===== src/rtl/pipeline_exec_ctrl_pkg.sv =====
// Shared encodings for the pipeline execution sequencer; the debug unit
// imports the same package so command and state codes stay in lockstep.
package pipeline_exec_ctrl_pkg;

  typedef enum logic [1:0] {
    CMD_CLEAR = 2'b00,
    CMD_RUN   = 2'b01,
    CMD_STEP  = 2'b10,
    CMD_STOP  = 2'b11
  } cmd_op_e;

  typedef enum logic [1:0] {
    ST_IDLE = 2'b00,
    ST_RUN  = 2'b01,
    ST_STEP = 2'b10,
    ST_DONE = 2'b11
  } state_e;

  localparam int unsigned DEF_CNT_WIDTH  = 32;
  localparam int unsigned DEF_STEP_WIDTH = 8;

endpackage


===== src/rtl/pipeline_exec_ctrl_if.sv =====
// Debug command channel: valid/ready handshake carrying an opcode and a
// step-count argument.
interface pipeline_exec_ctrl_if
  import pipeline_exec_ctrl_pkg::*;
#(
  parameter int unsigned STEP_WIDTH = DEF_STEP_WIDTH
);
  logic                  cmd_valid;
  logic                  cmd_ready;
  cmd_op_e               cmd_op;
  logic [STEP_WIDTH-1:0] cmd_arg;

  modport master (output cmd_valid, output cmd_op, output cmd_arg, input cmd_ready);
  modport slave  (input cmd_valid, input cmd_op, input cmd_arg, output cmd_ready);
endinterface


===== src/rtl/pipeline_exec_ctrl_sat_counter.sv =====
// Up-counter with enable and synchronous clear that sticks at all-ones
// instead of wrapping.
module sat_counter #(
  parameter int unsigned WIDTH = 32
) (
  input  logic             clk,
  input  logic             rst,
  input  logic             en,
  input  logic             clr,
  output logic [WIDTH-1:0] cnt,
  output logic             sat
);
  logic [WIDTH-1:0] cnt_q, cnt_d;

  assign sat = &cnt_q;
  assign cnt = cnt_q;

  always_comb begin
    cnt_d = cnt_q;
    if (clr) begin
      cnt_d = '0;
    end else if (en && !sat) begin
      cnt_d = cnt_q + WIDTH'(1);
    end
  end

  always_ff @(posedge clk or posedge rst) begin
    if (rst) begin
      cnt_q <= '0;
    end else begin
      cnt_q <= cnt_d;
    end
  end
endmodule


===== src/rtl/pipeline_exec_ctrl.sv =====
// Execution sequencer for the 5-stage pipeline: run/step/stop/clear control,
// global enable and flush, executed-cycle count, HALT and watchdog detection.
//
// state   | meaning
// ST_IDLE | pipeline frozen, every command accepted
// ST_RUN  | free-running until HALT, watchdog or STOP
// ST_STEP | running for step_cnt_q more cycles, commands held off
// ST_DONE | program ended (HALT or watchdog), only CLEAR leaves
module pipeline_exec_ctrl
  import pipeline_exec_ctrl_pkg::*;
#(
  parameter int unsigned          CNT_WIDTH  = DEF_CNT_WIDTH,
  parameter int unsigned          STEP_WIDTH = DEF_STEP_WIDTH,
  parameter logic [CNT_WIDTH-1:0] MAX_CYCLES = 32'hFFFF_FFFF
) (
  input  logic                 clk,
  input  logic                 reset,
  pipeline_exec_ctrl_if.slave  cmd,
  input  logic                 halt_wb,
  output logic                 pipe_enable,
  output logic                 pipe_flush,
  output logic [CNT_WIDTH-1:0] cycle_count,
  output logic [1:0]           state,
  output logic                 done_pulse,
  output logic                 timeout
);
  state_e                state_q, state_d;
  logic [STEP_WIDTH-1:0] step_cnt_q, step_cnt_d;
  logic                  pipe_enable_q, pipe_enable_d;
  logic                  pipe_flush_q, pipe_flush_d;
  logic                  done_pulse_q, done_pulse_d;
  logic                  timeout_q, timeout_d;
  logic                  cmd_ready_c;
  logic                  accept;
  logic                  cnt_clr;
  logic                  cnt_sat;
  logic                  halt_hit;
  logic                  wd_hit;

  sat_counter #(.WIDTH(CNT_WIDTH)) u_cycle_cnt (
    .clk (clk),
    .rst (reset),
    .en  (pipe_enable_q),
    .clr (cnt_clr),
    .cnt (cycle_count),
    .sat (cnt_sat)
  );

  // In RUN only STOP is taken; anything else waits on the bus until RUN ends.
  always_comb begin
    cmd_ready_c = 1'b0;
    case (state_q)
      ST_IDLE, ST_DONE: cmd_ready_c = 1'b1;
      ST_RUN:           cmd_ready_c = (cmd.cmd_op == CMD_STOP);
      default:          cmd_ready_c = 1'b0;
    endcase
  end

  assign cmd.cmd_ready = cmd_ready_c;
  assign accept        = cmd.cmd_valid && cmd_ready_c;
  assign halt_hit      = pipe_enable_q && halt_wb;
  // Trip when the increment of this enabled cycle lands on MAX_CYCLES.
  assign wd_hit        = pipe_enable_q &&
                         ((cycle_count >= (MAX_CYCLES - CNT_WIDTH'(1))) || cnt_sat);

  always_comb begin
    state_d       = state_q;
    step_cnt_d    = step_cnt_q;
    pipe_enable_d = 1'b0;
    pipe_flush_d  = 1'b0;
    done_pulse_d  = 1'b0;
    timeout_d     = timeout_q;
    cnt_clr       = 1'b0;
    case (state_q)
      ST_IDLE: begin
        if (accept) begin
          case (cmd.cmd_op)
            CMD_RUN: begin
              state_d       = ST_RUN;
              pipe_enable_d = 1'b1;
            end
            CMD_STEP: begin
              state_d       = ST_STEP;
              pipe_enable_d = 1'b1;
              step_cnt_d    = (cmd.cmd_arg == '0) ? STEP_WIDTH'(1) : cmd.cmd_arg;
            end
            CMD_CLEAR: begin
              pipe_flush_d = 1'b1;
              cnt_clr      = 1'b1;
              timeout_d    = 1'b0;
            end
            default: ;
          endcase
        end
      end
      ST_RUN: begin
        if (halt_hit) begin
          state_d      = ST_DONE;
          done_pulse_d = 1'b1;
        end else if (wd_hit) begin
          state_d      = ST_DONE;
          done_pulse_d = 1'b1;
          timeout_d    = 1'b1;
        end else if (accept) begin
          state_d = ST_IDLE;
        end else begin
          pipe_enable_d = 1'b1;
        end
      end
      ST_STEP: begin
        if (halt_hit) begin
          state_d      = ST_DONE;
          done_pulse_d = 1'b1;
          step_cnt_d   = '0;
        end else if (wd_hit) begin
          state_d      = ST_DONE;
          done_pulse_d = 1'b1;
          timeout_d    = 1'b1;
          step_cnt_d   = '0;
        end else if (step_cnt_q <= STEP_WIDTH'(1)) begin
          state_d      = ST_IDLE;
          done_pulse_d = 1'b1;
          step_cnt_d   = '0;
        end else begin
          step_cnt_d    = step_cnt_q - STEP_WIDTH'(1);
          pipe_enable_d = 1'b1;
        end
      end
      ST_DONE: begin
        if (accept && cmd.cmd_op == CMD_CLEAR) begin
          state_d      = ST_IDLE;
          pipe_flush_d = 1'b1;
          cnt_clr      = 1'b1;
          timeout_d    = 1'b0;
        end
      end
      default: state_d = ST_IDLE;
    endcase
  end

  always_ff @(posedge clk or posedge reset) begin
    if (reset) begin
      state_q       <= ST_IDLE;
      step_cnt_q    <= '0;
      pipe_enable_q <= 1'b0;
      pipe_flush_q  <= 1'b0;
      done_pulse_q  <= 1'b0;
      timeout_q     <= 1'b0;
    end else begin
      state_q       <= state_d;
      step_cnt_q    <= step_cnt_d;
      pipe_enable_q <= pipe_enable_d;
      pipe_flush_q  <= pipe_flush_d;
      done_pulse_q  <= done_pulse_d;
      timeout_q     <= timeout_d;
    end
  end

  assign pipe_enable = pipe_enable_q;
  assign pipe_flush  = pipe_flush_q;
  assign done_pulse  = done_pulse_q;
  assign timeout     = timeout_q;
  assign state       = state_q;
endmodule


===== src/flat_wrapper.sv =====
// flat-port wrapper written by rule: the top's interface ports become plain ports
module pipeline_exec_ctrl_flat import pipeline_exec_ctrl_pkg::*;
#(
  parameter int unsigned          CNT_WIDTH  = DEF_CNT_WIDTH,
  parameter int unsigned          STEP_WIDTH = DEF_STEP_WIDTH,
  parameter logic [CNT_WIDTH-1:0] MAX_CYCLES = 32'hFFFF_FFFF
)
  (clk, reset, halt_wb, pipe_enable, pipe_flush, cycle_count, state, done_pulse, timeout, cmd_cmd_valid, cmd_cmd_op, cmd_cmd_arg, cmd_cmd_ready);
  pipeline_exec_ctrl_if #(.STEP_WIDTH(STEP_WIDTH)) cmd_i ();
  input  logic clk;
  input  logic reset;
  input  logic halt_wb;
  output logic pipe_enable;
  output logic pipe_flush;
  output logic [CNT_WIDTH-1:0] cycle_count;
  output logic [1:0] state;
  output logic done_pulse;
  output logic timeout;
  input wire logic [$bits(cmd_i.cmd_valid)-1:0] cmd_cmd_valid;
  input wire logic [$bits(cmd_i.cmd_op)-1:0] cmd_cmd_op;
  input wire logic [$bits(cmd_i.cmd_arg)-1:0] cmd_cmd_arg;
  output wire logic [$bits(cmd_i.cmd_ready)-1:0] cmd_cmd_ready;
  assign cmd_i.cmd_valid = cmd_cmd_valid;
  assign cmd_i.cmd_op = cmd_cmd_op;
  assign cmd_i.cmd_arg = cmd_cmd_arg;
  assign cmd_cmd_ready = cmd_i.cmd_ready;
  pipeline_exec_ctrl #(.CNT_WIDTH(CNT_WIDTH), .STEP_WIDTH(STEP_WIDTH), .MAX_CYCLES(MAX_CYCLES)) u_core (.clk(clk), .reset(reset), .cmd(cmd_i), .halt_wb(halt_wb), .pipe_enable(pipe_enable), .pipe_flush(pipe_flush), .cycle_count(cycle_count), .state(state), .done_pulse(done_pulse), .timeout(timeout));
endmodule

===== config.mk =====
export PLATFORM = sky130hd
export DESIGN_NAME = pipeline_exec_ctrl_flat
export DESIGN_NICKNAME = d
export VERILOG_FILES = /design/src/rtl/pipeline_exec_ctrl_pkg.sv /design/src/rtl/pipeline_exec_ctrl_if.sv /design/src/rtl/pipeline_exec_ctrl_sat_counter.sv /design/src/rtl/pipeline_exec_ctrl.sv /design/src/flat_wrapper.sv
export SDC_FILE = /design/constraint.sdc
export NUM_CORES = 1
export LEC_CHECK = 0
export ABC_CLOCK_PERIOD_IN_PS = 3000
export BUFFER_PORTS_ARGS = -buffer_cell sky130_fd_sc_hd__buf_2
export CAP_MARGIN = 20
export CORE_ASPECT_RATIO = 1.5
export CORE_UTILIZATION = 56
export DETAILED_ROUTE_END_ITERATION = 10
export GPL_TIMING_DRIVEN = 0
export PLACE_DENSITY = 0.8
export SLEW_MARGIN = 20
export SYNTH_ARGS = -nofsm -noshare
export SYNTH_HDL_FRONTEND = slang
export SYNTH_HIERARCHICAL = 1
export SYNTH_SLANG_ARGS = --single-unit

===== constraint.sdc =====
create_clock -name clk -period 3 [get_ports clk]
set_input_delay 0.6 -clock clk [delete_from_list [all_inputs] [get_ports clk]]
set_output_delay 0.6 -clock clk [all_outputs]
set_load 0.05 [all_outputs]

==> run metrics <==
critical path required time=between 3000 and 4000 ps; CTS tree=done; Final HPWL DP=about 5600 um; Pwr Density=between 1000 and 1500 nW/um^2; GRT Residual Overflow=0; Synth Instances=320; Power Internal=about 0.0016 W; first-pass GRT wire length=12,450 um; RSZ-0062 raised after global routing=no; Die ar.=around 5700 sq um; Initial Util=58.26%; Slew @ Worst Pin=687.6 ps; Clock Skew=approximately 5.0 ps; DR vias=between 2,000 and 3,000; cell area after layout=~3500 sq um; count leader, synth=dfrtp_1; GRT Total Usage=between 20% and 30%; share of cells above drive strength 1=27.56%; FMAX=about 0.35 GHz; post-synth top area share=between 30% and 40%; met1 wire length=2905 um; fin util=about two thirds; largest fanout on the critical path=10; vias in the first global route=between 2,000 and 3,000; Post-synth top cells=dfrtp_1 (46), nor2_1 (38), a21oi_1 (21), inv_1 (17), nand4_1 (17); Top Family by Delay on Critical Path=compound AO/OA/AOI/OAI gates; Top FF cell, synth=dfrtp_1; Worst EP arrival=around 3000 ps; Max IR drop VDD=approximately 0.56 mV; Top cell by count, worst path=and4_1; Std-Cell Rows=32; height of the die=between 90 and 100 um; clock power share=roughly a tenth; Comb pwr share=a little over half; Clock Path Buffers=2; sequential share of the synthesized area=38.25%; Post-DP Area=3354 sq um; post-synthesis cell type count=between 60 and 70; setup TNS=0 ps; # IOs=53; Avg Synthesized Cell Area=9.404 sq um; Synth Area in Simple Gates=25.95%; Syn Nets=roughly 350; Worst R2R Setup Slack=between 150 and 200 ps; status=completed; final worst setup slack=between 150 and 200 ps; drt wl/cell=~17 um; critical path launch point type=flip-flop; post-synthesis mux area share=roughly 2.2%; First-pass DRT Iterations=5; CP Class=flip-flop to flip-flop; Cell Area, Synth=around 3000 sq um; diodes inserted=0; worst-path cell chain=and4_1, and4_1, buf_4, and3_1, buf_2, o21a_1, a31oi_2, a222oi_1, mux2_2; Clock Sinks=46; Worst Setup SP=u_core/u_cycle_cnt/cnt[25]$_DFFE_PP0P_; area leader, netlist=dfrtp_1; Synth Register Bits=46; core area=slightly above 5000 sq um; Synth Area in XOR/XNOR=between 4 and 5%; hold buffers post-CTS=0; Yosys warning count=6; Final Setup Violations=0; Leak=~1.5 nW; DRT iter0 DRCs=153; met3 wire length=294 um; Worst path max stage delay=510 ps; ranking of synthesized cells by area=dfrtp_1 (38%), nor2_1 (4.7%), xnor2_1 (4.7%); clock-pin transition on the worst setup and hold timing paths=80 ps; P_sw=0.001972 W; final antenna-violating net count=0; Hold Crit Class=primary input to asynchronous set/reset pin; wire length on met2=between 4000 and 5000 um; Worst Hold Slack=roughly 370 ps; Hold Vio Cnt, Final=0; endpoint class of the critical path=flip-flop; IO buf count=52; Slew Limit Fails=0; Sequential Power Share=a little over a third; Post-synth EDFFs=0; Post-Synth Adder-Cell Area=roughly 4.6%; depth of the CTS H-tree=2; R2R Path Start=u_core/u_cycle_cnt/cnt[25]$_DFFE_PP0P_; CTS buffer count=5; crit path time final=approximately 2800 ps; sw frac=roughly 55%; worst path bufs/invs=2; largest family of logic cells by synthesized area=simple AND/OR/NAND/NOR gates; Worst slew margin=54.10%; Die W=approximately 62 um; post-route DRC violation count=0; initial antenna violation count=0; nets=406; Root Driver=clkbuf_8; WL final=about 7600 um; DR top layer=met4; period utilization=a little over nine tenths; async set or reset register ratio after synthesis=100.0%; Avg Vias per Cell=around 6.3; Synth-to-Final Area Change=15.88%; Critical-path top delay cell=a222oi_1; MaxCap Viol Count=0; worst slack, placed=-328.5 ps; placer congestion estimate=just over 0.9; Synth Area in Compound Gates=between 10% and 20%; Skew-Pair Late Insertion Delay=290 ps; largest net degree at the start of global routing=33
[per-stage QoR]
| step | instances | total power, W |
|---|---|---|
| after floorplan | 320 | 0.002716 |
| after global placement | 440 | 0.003162 |
| after detailed placement | 440 | 0.003206 |
| after CTS | 447 | 0.003572 |
| after global routing | 449 | 0.003835 |
| final | 449 | 0.003590 |
[cell families after synthesis]
logic type	count (synthesis)
buffers and inverters	34
xor gates and xnor gates	16
AOI/OAI and AO/OA	72
muxes	6
DFF	46
and+or+nand+nor	135
adders and majority gates	11
[final cells by class]
cell class | instances | area (sq um)
Multi-Input combinational cell | 240 | 1733
Fill cell | 419 | 1678
Sequential cell | 46 | 1154
Timing Repair Buffer | 54 | 275.3
Buffer | 17 | 100.1
Tap cell | 68 | 85.08
Clock buffer | 7 | 76.32
Inverter | 17 | 63.81
[sequential cells by signal, indices dropped and copies added (netlist names)]
register and flops:
u_core/u_cycle_cnt/cnt 32, u_core/step_cnt_q 8, u_core/state 2, u_core/done_pulse 1
u_core/pipe_enable 1, u_core/pipe_flush 1, u_core/timeout 1
[layer usage]
metal / GRT usage (%) / up-vias
li1: - / 1309
met1: 31.19 / 1372
met2: 51.52 / 111
met3: 5.501 / 24
met4: 13.52 / 0
met5: 0 / -
[layout by cell type, fill, tap and decap left out, types with 6 or more instances in the layout]
| master | count |
|---|---|
| o21ai_0 | 6 |
| nand2_1 | 14 |
| buf_2 | 56 |
| nand4_1 | 17 |
| a21oi_1 | 21 |
| nor3b_1 | 7 |
| nand3_1 | 15 |
| nor2_1 | 38 |
| ha_1 | 11 |
| inv_1 | 16 |
| dfrtp_1 | 44 |
| xnor2_1 | 16 |
[power by group through the flow]
| stage | sequential (W) | clock (W) | combinational, W |
|---|---|---|---|
| finish | 0.00130 | 0.000358 | 0.00194 |
| floorplan | 0.00192 | 0 | 0.000799 |
| detailed placement | 0.00130 | 0 | 0.00191 |
| global route | 0.00135 | 0.000394 | 0.00209 |
| CTS | 0.00128 | 0.000366 | 0.00192 |
| global placement | 0.00129 | 0 | 0.00187 |
[final timing paths]
| check | to | cells past startpoint |
|---|---|---|
| worst max-delay path | u_core/state[0]$_DFFE_PP0P_ | 9 |
| worst min-delay path | u_core/pipe_flush$_DFF_PP0_ | 2 |
| worst max register to register | u_core/state[0]$_DFFE_PP0P_ | 9 |
| worst min register to register | u_core/timeout$_DFFE_PP0P_ | 1 |
| max in group asynchronous | u_core/u_cycle_cnt/cnt[11]$_DFFE_PP0P_ | 2 |
| min in group clk | u_core/timeout$_DFFE_PP0P_ | 1 |
[worst register-to-register path, stage by stage (launching register included)]
cell      delay [ps]
dfrtp_1          470
and4_1           320
and4_1           210
buf_4            210
and3_1           180
buf_2            190
o21a_1           160
a31oi_2           70
a222oi_1         510
mux2_2           390
[repair_timing]
item,CTS,global route
buffers inserted,0,2
setup endpoints to repair,24,34
pin swaps,0,2
gates resized for setup,6,8
hold endpoints to repair,0,0
Power figures use the tool's default switching activity.
